File: src/rtl/mips_timer.sv
// mips_timer: memory-mapped countdown timer on the MEM-stage bus.
// Register map (word offsets from BASE_ADDR): +0 CTRL, +4 PRESET, +8 COUNT (RO), +C reserved.
// irq is raised when the countdown finishes and IM is set; one-shot clears EN,
// auto-reload keeps EN and emits a single-cycle irq pulse per period.
module mips_timer #(
  parameter logic [31:0] BASE_ADDR  = 32'h0000_7F00,
  parameter logic [31:0] RST_PRESET = 32'h0000_0000
) (
  input  logic        clk,
  input  logic        reset,
  input  logic [31:0] addr,
  input  logic [3:0]  byte_en,
  input  logic [31:0] wdata,
  output logic        hit,
  output logic [31:0] rdata,
  output logic        irq
);

  typedef enum logic [1:0] {
    S_IDLE = 2'd0,
    S_LOAD = 2'd1,
    S_CNT  = 2'd2,
    S_FIRE = 2'd3
  } state_t;

  state_t      state_q, state_d;
  logic        en_q, en_d;
  logic [1:0]  mode_q, mode_d;
  logic        im_q, im_d;
  logic [31:0] preset_q, preset_d;
  logic [31:0] count_q, count_d;
  logic        pending_q, pending_d;
  logic        irq_q;

  logic        wr_acc_s;
  logic        wr_ctrl_s;
  logic        wr_preset_s;
  logic        auto_reload_s;
  logic        cnt_done_s;
  logic        unused_s;

  // Only full-word stores that hit the block are accepted.
  assign hit           = (addr[31:4] == BASE_ADDR[31:4]);
  assign wr_acc_s      = hit && (byte_en == 4'hF);
  assign wr_ctrl_s     = wr_acc_s && (addr[3:2] == 2'd0);
  assign wr_preset_s   = wr_acc_s && (addr[3:2] == 2'd1);
  // MODE 1x behaves exactly like one-shot.
  assign auto_reload_s = (mode_q == 2'b01);
  // PRESET=0 loads 0 and is treated like 1 by this test.
  assign cnt_done_s    = (count_q <= 32'd1);
  assign unused_s      = ^{addr[1:0], wdata[31:4]};
  assign irq           = irq_q;

  // Current-state register of the countdown sequencer.
  always_ff @(posedge clk or negedge reset) begin
    if (!reset) begin
      state_q <= S_IDLE;
    end else begin
      state_q <= state_d;
    end
  end

  // Next-state selection of the countdown sequencer.
  always_comb begin
    state_d = state_q;
    case (state_q)
      S_IDLE:  state_d = en_q ? S_LOAD : S_IDLE;
      S_LOAD:  state_d = S_CNT;
      S_CNT: begin
        if (!en_q) begin
          state_d = S_IDLE;
        end else if (cnt_done_s) begin
          state_d = S_FIRE;
        end else begin
          state_d = S_CNT;
        end
      end
      S_FIRE:  state_d = S_IDLE;
      default: state_d = S_IDLE;
    endcase
  end

  // Register updates driven by the sequencer, with CPU stores taking priority.
  always_comb begin
    en_d      = en_q;
    mode_d    = mode_q;
    im_d      = im_q;
    preset_d  = preset_q;
    count_d   = count_q;
    pending_d = pending_q;

    case (state_q)
      S_IDLE: begin
        count_d = count_q;
      end
      S_LOAD: begin
        count_d = preset_q;
      end
      S_CNT: begin
        if (en_q && cnt_done_s) begin
          count_d   = 32'd0;
          pending_d = 1'b1;
        end else if (en_q) begin
          count_d = count_q - 32'd1;
        end else begin
          count_d = count_q;
        end
      end
      S_FIRE: begin
        if (auto_reload_s) begin
          pending_d = 1'b0;
        end else begin
          en_d = 1'b0;
        end
      end
      default: begin
        count_d = count_q;
      end
    endcase

    if (wr_ctrl_s) begin
      en_d      = wdata[0];
      mode_d    = wdata[2:1];
      im_d      = wdata[3];
      pending_d = 1'b0;
    end else if (wr_preset_s) begin
      preset_d  = wdata;
      pending_d = 1'b0;
    end else begin
      pending_d = pending_d;
    end
  end

  // Storage for CTRL, PRESET, COUNT, the pending flag and the registered irq.
  always_ff @(posedge clk or negedge reset) begin
    if (!reset) begin
      en_q      <= 1'b0;
      mode_q    <= 2'b00;
      im_q      <= 1'b0;
      preset_q  <= RST_PRESET;
      count_q   <= 32'd0;
      pending_q <= 1'b0;
      irq_q     <= 1'b0;
    end else begin
      en_q      <= en_d;
      mode_q    <= mode_d;
      im_q      <= im_d;
      preset_q  <= preset_d;
      count_q   <= count_d;
      pending_q <= pending_d;
      irq_q     <= pending_d & im_d;
    end
  end

  // Load-path read mux; misses and the reserved slot read as zero.
  always_comb begin
    rdata = 32'd0;
    if (hit) begin
      case (addr[3:2])
        2'd0:    rdata = {28'd0, im_q, mode_q, en_q};
        2'd1:    rdata = preset_q;
        2'd2:    rdata = count_q;
        default: rdata = 32'd0;
      endcase
    end else begin
      rdata = 32'd0;
    end
  end

endmodule
File: config.mk
export PLATFORM = sky130hd
export DESIGN_NAME = mips_timer
export DESIGN_NICKNAME = d
export VERILOG_FILES = /design/src/rtl/mips_timer.sv
export SDC_FILE = /design/constraint.sdc
export NUM_CORES = 1
export LEC_CHECK = 0
export ABC_CLOCK_PERIOD_IN_PS = 3100
export CAP_MARGIN = 5
export CORE_ASPECT_RATIO = 0.8
export CORE_MARGIN = 3
export CORE_UTILIZATION = 30
export CTS_CLUSTER_SIZE = 16
export DETAILED_ROUTE_END_ITERATION = 6
export DONT_BUFFER_PORTS = 1
export PLACE_DENSITY = 0.41
export SLEW_MARGIN = 20
export SYNTH_ARGS = -nofsm -noshare
export SYNTH_HDL_FRONTEND = slang
export SYNTH_SLANG_ARGS = --single-unit
File: constraint.sdc
create_clock -name clk -period 3.1 [get_ports clk]
set_clock_uncertainty 0.05 [all_clocks]
set_input_delay 0.155 -clock clk [delete_from_list [all_inputs] [get_ports clk]]
set_output_delay 0.155 -clock clk [all_outputs]
set_load 0.03 [all_outputs]
# ---- Yosys cells after proc, flatten, opt, wreduce, memory -nomap -nowiden
# Cells that the tools add are included.
dict set report word_totals {
  reg_bits 72
  input_bits 70
  output_inout_bits 34
}
dict set report classes {
  n_lt_le_gt_ge 1
  addsub 1
  mux 18
  bitwise_logic 2
  n_eq_ne 10
  reduce_logical 11
}
# cell count
set ops {}
lappend ops {{$mux 32} 3}
lappend ops {{$pmux 32 s3} 1}
lappend ops {{$pmux 32 s2} 1}
lappend ops {{$le 32x1->1 const B} 1}
lappend ops {{$sub 32x1->32 const B} 1}
lappend ops {{$eq 28x11->1 const B} 1}
lappend ops {{$mux 1} 10}
lappend ops {{$pmux 2 s4} 1}
lappend ops {{$eq 2x1->1 const B} 3}
lappend ops {{$eq 2x2->1 const B} 3}
lappend ops {{$reduce_and 2->1} 3}
lappend ops {{$eq 4x4->1 const B} 1}
lappend ops {{$logic_and 1x1->1} 4}
lappend ops {{$logic_not 2->1} 2}
lappend ops {{$reduce_bool 2->1} 2}
lappend ops {{$ne 3x3->1 const B} 1}
lappend ops {{$mux 2} 1}
lappend ops {{$ne 2x2->1 const B} 1}
lappend ops {{$pmux 1 s2} 1}
lappend ops {{$and 1x1->1} 1}
lappend ops {{$not 1->1} 1}

# ---- Depth between registers and ports, before layout
dict set report logic_depth {
  word_depth 7
  ltp_mapped 9
}

# ---- Least setup slack after synthesis
# OpenSTA, ideal clock, no wires.
dict set report synth_path {
  path_kind {flip-flop to flip-flop}
  startpoint {reg count_q[4]}
  endpoint {reg count_q[8]}
  period_less_slack_ns 2.623
  required_ns 2.915
  setup_slack_ns 0.477
  stages_incl_launch_ff 9
  n_path_buf 3
  arrival_time_ns 2.438
  setup_time_ns 0.135
  cell_sequence {dfrtp_1 -> buf_6 -> or4_4 -> or4_4 -> or4_4 -> buf_6 -> buf_6 -> a31oi_1 -> o22ai_1}
}
dict set report synth_via {
  elab_chain_len 4
}
# element line_no
set synth_rtl {}
lappend synth_rtl {{start: declaration} 31} ;# logic [31:0] count_q, count_d;
lappend synth_rtl {{start signal: assignment} 149} ;# count_q <= count_d;
lappend synth_rtl {{$sub 32x1->32 / $le 32x1->1 (equally long branches)} {104, 50}}
lappend synth_rtl {{$mux 32 / $logic_and 1x1->1 (equally long branches)} {103, 100}}
lappend synth_rtl {{$mux 32 / $ne 3x3->1 (equally long branches)} n/a}
lappend synth_rtl {{$pmux 32 s2 / $reduce_and 2->1 (equally long branches)} n/a}
# Parallel ways exist; a longest one is shown, timed or not. The select of a mux whose other input is x is not followed.
# A chain may end at the register's enable or synchronous reset.

# ---- Final worst setup path
dict set report layout_path {
  startpoint {reg count_q[4]}
  endpoint {reg count_q[3]}
}
dict set report layout_via {
  elab_chain_len 4
}
# element line_no
set layout_rtl {}
lappend layout_rtl {{$le 32x1->1 *} 50} ;# assign cnt_done_s = (count_q <= 32'd1);
lappend layout_rtl {{$logic_and 1x1->1 *} 100} ;# if (en_q && cnt_done_s) begin
lappend layout_rtl {{$mux 32 / $ne 3x3->1 (equally long branches)} n/a}
lappend layout_rtl {{$pmux 32 s2 / $reduce_and 2->1 (equally long branches)} n/a}
# Mark *: on every way between the ends. The rest lies on a longest branch, timed or not.

==> run metrics <==
net count after synthesis=approximately 540; Post-DP HPWL=about 9600 um; htree depth=3; gpl congestion=0.818; CP peak stage delay=between 600 and 700 ps; DRT Pass-1 Iters=4; Clock Sinks=between 70 and 80; diode count=0; Starting Density=0.315; Routed Wire Length=14,000 um; crit path launch type=register; fin cells=approximately 700; Final WS setup=~300 ps; post-synthesis sequential area ratio=0.411; Overflow after GRT=0; Cell variety after synth=56; synthesized flop and latch total=72; PD cells=around 360 nW/um^2; gr usage total=0.178; Post-Syn Area=4390 sq um; layout cells sized above 1=0.221; clk buf depth=2; num rows=38; worst min path class=in -> reg; unrepaired setup endpoints after global routing=no; slew margin rel.=0.468; YS warnings=0; maximum clock rate=358 MHz; Antenna Nets Post-Route=0; drt drc=0; Post-synth EDFFs=0; DP Worst Slack=around 280 ps; Final Setup Violations=0; WP data arrival=between 2000 and 3000 ps; most frequent cells in the layout=dfrtp_1 (72), buf_4 (59), nor2_1 (51); WL per Instance=19.6 um; crit path max fanout=14; vias per inst=approximately 5.7; initial antenna violation count=0; CP cell instances=or4_4 > or4_4 > or4_4 > nand2_2 > o221ai_1; fin crit share=0.901; Total Neg Setup Slack=0 ps; Avg Inst Size Synth=~9.4 sq um; CTS Buf Count=9; post-layout min period=about 2800 ps; Clock transition at path regs=roughly 60 ps; first-pass GRT wire length=approximately 23,000 um; Core ar.=around 14,000 sq um; status=completed; vias post-DR=about 4k; Die Wd=about 140 um; CTS tree=yes; CTS Root Cell=clkbuf_16; async set-reset flop share out of synthesis=1.00; Area growth, synth to finish=26.0%; Max-Cap Viols=0; I/O pins=104; # nets final=between 600 and 700; Slew @ Worst Pin=794 ps; First DRT Iteration DRCs=approximately 320; die footprint=roughly 16,000 sq um; placed insts=between 600 and 700; die height=about 110 um; Worst EP required=roughly 3300 ps; Crit-path slowest cell=or4_4; WS Path Type=reg -> reg; port buffer count=0; via count of the first global-routing pass=~4.1k; clk_lat worst skew=between 300 and 400 ps; crit end category=register; Cells after Synth=about 470; most common cell after layout, fill and taps aside=dfrtp_1; top_reg_cell synth=dfrtp_1; P_leak=roughly 2.4 nW; most frequent CP cell=or4_4; Worst VDD drop=0.252 mV; max-slew violation count=0; final core utilization=0.397; Final Hold Fails=0; pin count of the biggest net entering global routing=73
-- layer usage --
| layer | GRT usage | wire [um] | up-vias |
|---|---|---|---|
| li1 | - | - | 1944 |
| met3 | 0.0342 | 676 | 14 |
| met1 | 0.264 | 7200 | 2013 |
| met2 | 0.265 | 5960 | 103 |
| met5 | 0 | 0 | - |
| met4 | 0.0458 | 144 | 0 |
-- critical path, delay by kind of cell (launching register included) --
| family | cells | cell delay [ps] |
|---|---|---|
| AND/OR/NAND/NOR | 4 | 2000 |
| AO/OA/AOI/OAI | 1 | 150 |
| flip-flops | 1 | 460 |
-- repair_timing --
item | in CTS | in global routing
resized for setup | 0 | 0
setup buffers | 0 | 0
hold buffers | 34 | 0
hold endpoints to repair | 108 | 0
-- flip-flops by register name (all words and copies together) (netlist names) --
signal and cells:
pending_q 1, mode_q 2, en_q 1, preset_q 32, count_q 32, im_q 1
state_q 2, irq 1
-- final cells by class --
type / instances / area, sq um
Multi-Input combinational cell: 343 / 2370
Clock buffer: 15 / 268
Timing Repair Buffer: 94 / 821
Fill cell: 1417 / 8400
Inverter: 11 / 41.3
Sequential cell: 72 / 1800
Tap cell: 180 / 225
-- logic make-up (layout without fill, tap and decap cells) --
| family | Yosys count | after routing | share of synthesized area |
|---|---|---|---|
| AND/OR/NAND/NOR | 169 | 169 | 0.204 |
| AO/OA/AOI/OAI | 131 | 131 | 0.224 |
| adder cells (fa/ha/maj) | 2 | 2 | 0.00570 |
| buffers and inverters | 52 | 120 | 0.0522 |
| flip-flops | 72 | 72 | 0.411 |
| multiplexers | 41 | 41 | 0.104 |
-- final timing paths --
check | from | endpoint | slack, ps | depth (start not counted)
setup / recovery | count_q[4] | count_q[3] | 310 | 5
hold reg to reg | im_q | im_q | 480 | 1
setup reg to reg | count_q[4] | count_q[3] | 310 | 5
min in group asynchronous | reset | count_q[3] | 340 | 2
max in group asynchronous | reset | preset_q[13] | 2330 | 2
hold / removal | addr[3] | pending_q | 50 | 2
-- metrics by stage --
step                      hold WS, ps  instance area [sq um]  total power, W
after floorplan                  -191                   4390        0.000975
after global placement           -188                   4900        0.000981
after detailed placement         -189                   4900        0.000982
after CTS                        52.8                   5530         0.00202
after global routing             99.2                   5530         0.00206
final                            54.4                   5530         0.00199
-- cells in the mapped netlist, types with 4 or more instances --
| library cell | number | area [sq um] |
|---|---|---|
| o21ai_0 | 7 | 35.0 |
| nand3_1 | 11 | 55.1 |
| a211o_1 | 4 | 35.0 |
| nand4_1 | 7 | 43.8 |
| or4_1 | 5 | 37.5 |
| o211ai_1 | 6 | 45.0 |
| a31oi_1 | 7 | 43.8 |
| o41ai_1 | 6 | 52.6 |
| o22ai_1 | 5 | 31.3 |
| nor4_1 | 15 | 93.8 |
| o31ai_1 | 13 | 97.6 |
| nor2_1 | 52 | 195 |
| mux2_2 | 35 | 394 |
| or3_1 | 13 | 81.3 |
| inv_1 | 10 | 37.5 |
| nor3_1 | 17 | 85.1 |
| nor2b_1 | 6 | 37.5 |
| a22oi_1 | 30 | 225 |
| buf_2 | 6 | 30.0 |
| a32oi_1 | 14 | 123 |
| a22o_1 | 5 | 43.8 |
| a21oi_1 | 12 | 60.1 |
| nand2_1 | 23 | 86.3 |
| clkbuf_1 | 29 | 109 |
| dfrtp_1 | 72 | 1800 |
| mux2i_1 | 6 | 60.1 |
-- power breakdown --
part            total, W  internal (W)  leakage [nW]    switching [W]
clock network   0.000973      0.000583         0.130         0.000390
registers       0.000940      0.000940          1.00  0.0000000000115
logic          0.0000809     0.0000392          1.29        0.0000417
No activity file was read; power rests on OpenSTA's default activity.
